--- config.mk ---
export PLATFORM = sky130hd
export DESIGN_NAME = fetch_unit
export DESIGN_NICKNAME = d
export VERILOG_FILES = /design/src/rtl/fetch_unit_pkg.sv /design/src/rtl/fetch_fifo.sv /design/src/rtl/fetch_unit.sv
export SDC_FILE = /design/constraint.sdc
export NUM_CORES = 1
export LEC_CHECK = 0
export CORE_ASPECT_RATIO = 0.7
export CORE_UTILIZATION = 31
export DETAILED_ROUTE_END_ITERATION = 10
export PLACE_DENSITY_LB_ADDON = 0.05
export SLEW_MARGIN = 20
export SYNTH_ARGS = -nofsm -noshare
export SYNTH_HDL_FRONTEND = slang
export SYNTH_HIERARCHICAL = 1
export SYNTH_SLANG_ARGS = --single-unit
--- constraint.sdc ---
create_clock -name clk -period 3.2 [get_ports clk]
set_input_delay 0.48 -clock clk [delete_from_list [all_inputs] [get_ports clk]]
set_output_delay 0.48 -clock clk [all_outputs]
set_load 0.02 [all_outputs]
--- src/rtl/fetch_unit_pkg.sv ---
// Shared CPU definitions used by the fetch stage: default bus widths and
// the fetch FSM state encoding.
package fetch_unit_pkg;

    localparam int ADDR_W_DEF  = 16;
    localparam int INSTR_W_DEF = 16;

    typedef enum logic [1:0] {
        ST_IDLE  = 2'd0,
        ST_REQ   = 2'd1,
        ST_DRAIN = 2'd2
    } fetch_state_t;

endpackage

--- src/rtl/fetch_fifo.sv ---
// Show-ahead FIFO for fetched {pc, instruction} pairs. Clear empties it on
// the same edge; push and pop in one cycle leave the count unchanged.
module fetch_fifo #(
    parameter int DEPTH = 2,
    parameter int WIDTH = 32
) (
    input  logic                     clk,
    input  logic                     rst,
    input  logic                     push,
    input  logic [WIDTH-1:0]         push_data,
    input  logic                     pop,
    input  logic                     clear,
    output logic [WIDTH-1:0]         head,
    output logic [$clog2(DEPTH):0]   count
);

    localparam int PW = $clog2(DEPTH);

    logic [WIDTH-1:0] mem_q [DEPTH];
    logic [PW-1:0]    wr_ptr_q;
    logic [PW-1:0]    rd_ptr_q;
    logic [PW:0]      count_q;
    logic             do_push;
    logic             do_pop;

    assign do_push = push & ~clear;
    assign do_pop  = pop & ~clear & (count_q != '0);

    always_ff @(posedge clk or negedge rst) begin
        if (!rst) begin
            wr_ptr_q <= '0;
            rd_ptr_q <= '0;
            count_q  <= '0;
        end else if (clear) begin
            wr_ptr_q <= '0;
            rd_ptr_q <= '0;
            count_q  <= '0;
        end else begin
            if (do_push) begin
                wr_ptr_q <= wr_ptr_q + 1'b1;
            end
            if (do_pop) begin
                rd_ptr_q <= rd_ptr_q + 1'b1;
            end
            case ({do_push, do_pop})
                2'b10:   count_q <= count_q + 1'b1;
                2'b01:   count_q <= count_q - 1'b1;
                default: count_q <= count_q;
            endcase
        end
    end

    // Storage is cleared on reset so the head reads zero while empty after reset.
    generate
        for (genvar gi = 0; gi < DEPTH; gi++) begin : g_entry
            always_ff @(posedge clk or negedge rst) begin
                if (!rst) begin
                    mem_q[gi] <= '0;
                end else if (do_push && (wr_ptr_q == PW'(gi))) begin
                    mem_q[gi] <= push_data;
                end
            end
        end
    endgenerate

    // Issue is gated on free space and only one request is ever in flight.
    always_ff @(posedge clk) begin
        if (rst && do_push) begin
            assert (count_q != (PW+1)'(DEPTH));
        end
    end

    assign head  = mem_q[rd_ptr_q];
    assign count = count_q;

endmodule

--- src/rtl/fetch_unit.sv ---
// Instruction fetch: issues one imem read at a time from the current PC,
// buffers tagged responses and presents them to decode via valid/ready.
module fetch_unit
    import fetch_unit_pkg::*;
#(
    parameter int ADDR_W  = ADDR_W_DEF,
    parameter int INSTR_W = INSTR_W_DEF,
    parameter int DEPTH   = 2
) (
    input  logic               clk,
    input  logic               rst,
    input  logic [ADDR_W-1:0]  pc_in,
    output logic               pc_advance,
    output logic               imem_req,
    output logic [ADDR_W-1:0]  imem_addr,
    input  logic               imem_ack,
    input  logic [INSTR_W-1:0] imem_rdata,
    input  logic               flush,
    output logic               id_valid,
    input  logic               id_ready,
    output logic [INSTR_W-1:0] id_instr,
    output logic [ADDR_W-1:0]  id_pc
);

    localparam int CNT_W = $clog2(DEPTH) + 1;
    localparam int ENT_W = ADDR_W + INSTR_W;

    fetch_state_t        state_q, state_d;
    logic                req_q, req_d;
    logic [ADDR_W-1:0]   addr_q, addr_d;

    logic [CNT_W-1:0]    fifo_count;
    logic [ENT_W-1:0]    fifo_head;
    logic                keep_fetch;
    logic                fifo_pop;

    always_ff @(posedge clk or negedge rst) begin
        if (!rst) begin
            state_q <= ST_IDLE;
            req_q   <= 1'b0;
            addr_q  <= '0;
        end else begin
            state_q <= state_d;
            req_q   <= req_d;
            addr_q  <= addr_d;
        end
    end

    // Once raised, a request is held until ack; a flush only marks it for discard.
    always_comb begin
        state_d = state_q;
        req_d   = req_q;
        addr_d  = addr_q;
        case (state_q)
            ST_IDLE: begin
                if (!flush && (fifo_count < CNT_W'(DEPTH))) begin
                    addr_d  = pc_in;
                    req_d   = 1'b1;
                    state_d = ST_REQ;
                end
            end
            ST_REQ: begin
                if (imem_ack) begin
                    req_d   = 1'b0;
                    state_d = ST_IDLE;
                end else if (flush) begin
                    state_d = ST_DRAIN;
                end
            end
            ST_DRAIN: begin
                if (imem_ack) begin
                    req_d   = 1'b0;
                    state_d = ST_IDLE;
                end
            end
            default: begin
                req_d   = 1'b0;
                state_d = ST_IDLE;
            end
        endcase
    end

    assign keep_fetch = (state_q == ST_REQ) & imem_ack & ~flush;
    assign fifo_pop   = id_valid & id_ready & ~flush;

    fetch_fifo #(
        .DEPTH (DEPTH),
        .WIDTH (ENT_W)
    ) u_fifo (
        .clk       (clk),
        .rst       (rst),
        .push      (keep_fetch),
        .push_data ({addr_q, imem_rdata}),
        .pop       (fifo_pop),
        .clear     (flush),
        .head      (fifo_head),
        .count     (fifo_count)
    );

    assign pc_advance = keep_fetch;
    assign imem_req   = req_q;
    assign imem_addr  = addr_q;
    assign id_valid   = (fifo_count != '0);
    assign id_pc      = fifo_head[ENT_W-1:INSTR_W];
    assign id_instr   = fifo_head[INSTR_W-1:0];

endmodule

==> flow_summary.yaml <==
sta:
  setup_tns_ns: 0
  setup_viol: 0
  post-route-period-util: 0.817
  max_freq_mhz: 382
  slew_viol_final: 0
  tightest_slew_ns: 0.679
  fin_ws_ns: 0.585
  layout_min_cycle_time_ns: 2.61
  slew_headroom: 0.548
  rsz0062_at_grt: "no"
  finalHoldViolCount: 0
  holdWs_ns: 0.172
  finalClockSkew_ns: 0.00321
logic_synthesis:
  synth-simple-area-share: 0.0323
  yosysSeqAreaShare: 0.568
  synth_fp_nets: 291
  netlist_area_um2: 3830
  yosysWarnings: 6
  synth_seq_cells: 87
  syn_inst: 251
  synthXorXnorAreaFrac: 0.00457
  synthMuxAreaShare: 0.335
  synth_cell_types: 28
  synth_top_family_by_area: "multiplexers"
  syn_avg_cell_area_um2: 15.3
  synth_flop_cell: "dfrtp_1"
  synth_compound_area_frac: 0.0189
  synthAdderAreaFrac: 0.00980
  async_flop_share: 1.00
  synth_edf_count: 0
grt:
  grt_first_pass_wirelength_um: 12800
  antenna_found_initial: 0
  grtUsageTotal: 0.134
  grt_overflow: 0
  grt_pass1_vias: 2284
  grt_start_max_net_pins: 54
job:
  drv_cap: 0
floorplan:
  rows: 33
  start_util: 0.323
  coreArea_um2: 11900
  die_y_um: 95.0
  die-width_um: 135
  ios: 88
  die-area_um2: 12800
placed_design:
  place_inst: 492
  dp_hpwl_um: 5330
  port-buffer-count: 87
  pre_cts_slack_ns: 0.575
  place_congestion: 0.701
  dpl_cell_area_um2: 4890
worst_setup_path:
  path_class: "reg2out"
  setup.worst_path.end_class: "primary output"
  arrival_ns: 2.13
  startpoint_type: "flip-flop"
  worstPathRequired_ns: 2.72
  crit_fanout: 8
pwr:
  p_leak_nw: 2.25
  power.share.sequential: 0.380
  cellPowerDensity_nw_per_um2: 929
  p_int_mw: 3.27
  ir_drop_uv: 373
  p_switching_mw: 1.54
  p_sw_frac: 0.320
  fin_total_pwr_mw: 4.82
  pwr-share-clk: 0.213
  combPwrFrac: 0.408
detailed_routing:
  drcViolationCount: 0
  dr.pass1.iters: 4
  wl_per_cell_um: 15.4
  ant_nets: 0
  via_count: 2287
  viasPerCell: 4.50
  drt-initial-drc-count: 67
  drt_wl_total_um: 7830
clocking:
  cts_setup_buffers: 0
  cts_max_path_buffers: 2
  cts_tree: "built"
  clock_sinks: 87
  cts_made_buffers: 9
  cts_root_buf: "clkbuf_16"
  path_clk_slew_ns: 0.06
  cts_resized: 0
  insertion_delay_ns: 0.33
  hold_buffers: 0
  cts_max_level: 3
worst_hold_path:
  hp-class: "in2async"
final_layout:
  drive_gt1_frac: 0.407
  antenna_cells: 0
  nets: 386
  design_area_um2: 5180
  instances_no_fill: 508
  post-route-util: 0.437
  nFillCells: 1072
  area_growth_pct: 35.3
run_status:
  status: "complete, no violations"
path summary, 6_finish.rpt:
path                                  start               end  slack [ns]  cells past startpoint
setup / recovery                 state_q[1]        pc_advance        0.59                      5
hold / removal                          rst     imem_addr[12]        0.17                      1
setup reg to reg                 state_q[1]  u_fifo/mem_q[49]        0.89                      8
hold reg to reg            u_fifo/mem_q[19]  u_fifo/mem_q[19]        0.50                      1
max in group asynchronous               rst   u_fifo/mem_q[9]        2.29                      2
min in group clk           u_fifo/mem_q[19]  u_fifo/mem_q[19]        0.50                      1
cell families (layout without fill, tap and decap cells):
family,Yosys count,after routing
muxes,114,114
DFF,87,87
and+or+nand+nor,17,17
buffers and inverters,16,116
AOI/OAI and AO/OA,12,12
adders and majority gates,3,3
xor gates and xnor gates,2,2
power by group through the flow:
stage               clock network, mW  registers [mW]  logic, mW
floorplan                           0            1.89       1.06
global placement                    0            1.84       1.98
detailed placement                  0            1.85       1.99
CTS                              1.07            1.84       2.00
global route                     1.12            1.90       2.11
finish                           1.02            1.83       1.96
cell usage after synthesis (2+ instances only):
cell	count	area share
dfrtp_1	87	0.57
a21oi_1	4	0.0052
nand2b_1	2	0.0033
buf_6	6	0.018
mux2i_1	2	0.0052
nor2_1	5	0.0049
inv_1	5	0.0049
buf_2	3	0.0039
mux2_2	112	0.33
or2_2	2	0.0033
o21ai_0	4	0.0052
ha_1	3	0.0098
placed cells by master (no fill, tap or decap), types with 2 or more instances in the layout:
cell	instances
nor2_1	5
mux2_2	112
clkinvlp_4	2
nand2b_1	2
o21ai_0	4
buf_12	3
ha_1	3
clkbuf_16	9
dfrtp_1	86
clkdlybuf4s50_1	86
inv_1	5
mux2i_1	2
buf_4	6
a21oi_1	4
or2_2	2
clkbuf_1	2
worst max-delay path, cell delays in order (launching register included):
cell             delay [ns]
dfrtp_1                0.40
inv_1                  0.09
ha_1                   0.18
and2b_2                0.15
and2_1                 0.31
clkdlybuf4s50_1        0.67
registers in the layout (all words and copies together), names as in the netlist:
name	cells
u_fifo/wr_ptr_q	1
imem_addr	16
imem_req	1
u_fifo/count	2
state_q	2
u_fifo/rd_ptr_q	1
u_fifo/mem_q	64
layer usage:
| layer | vias up | global-route usage | wire length [µm] |
|---|---|---|---|
| met1 | 1127 | 0.187 | 3880 |
| met4 | 0 | 0.0393 | 82 |
| li1 | 1094 | - | - |
| met3 | 7 | 0.0483 | 439 |
| met2 | 59 | 0.194 | 3430 |
| met5 | - | 0 | 0 |
final cells by class:
| class | count | area (µm²) | area share |
|---|---|---|---|
| flip-flops and latches | 87 | 2180 | 0.420 |
| repair buffers | 95 | 966 | 0.186 |
| inverters | 5 | 18.8 | 0.00362 |
| clock buffers | 11 | 233 | 0.0449 |
| multi-input cells | 148 | 1530 | 0.296 |
| well taps | 157 | 196 | 0.0379 |
| clock inverters | 5 | 58.8 | 0.0113 |
No activity file was read; power rests on OpenSTA's default activity.
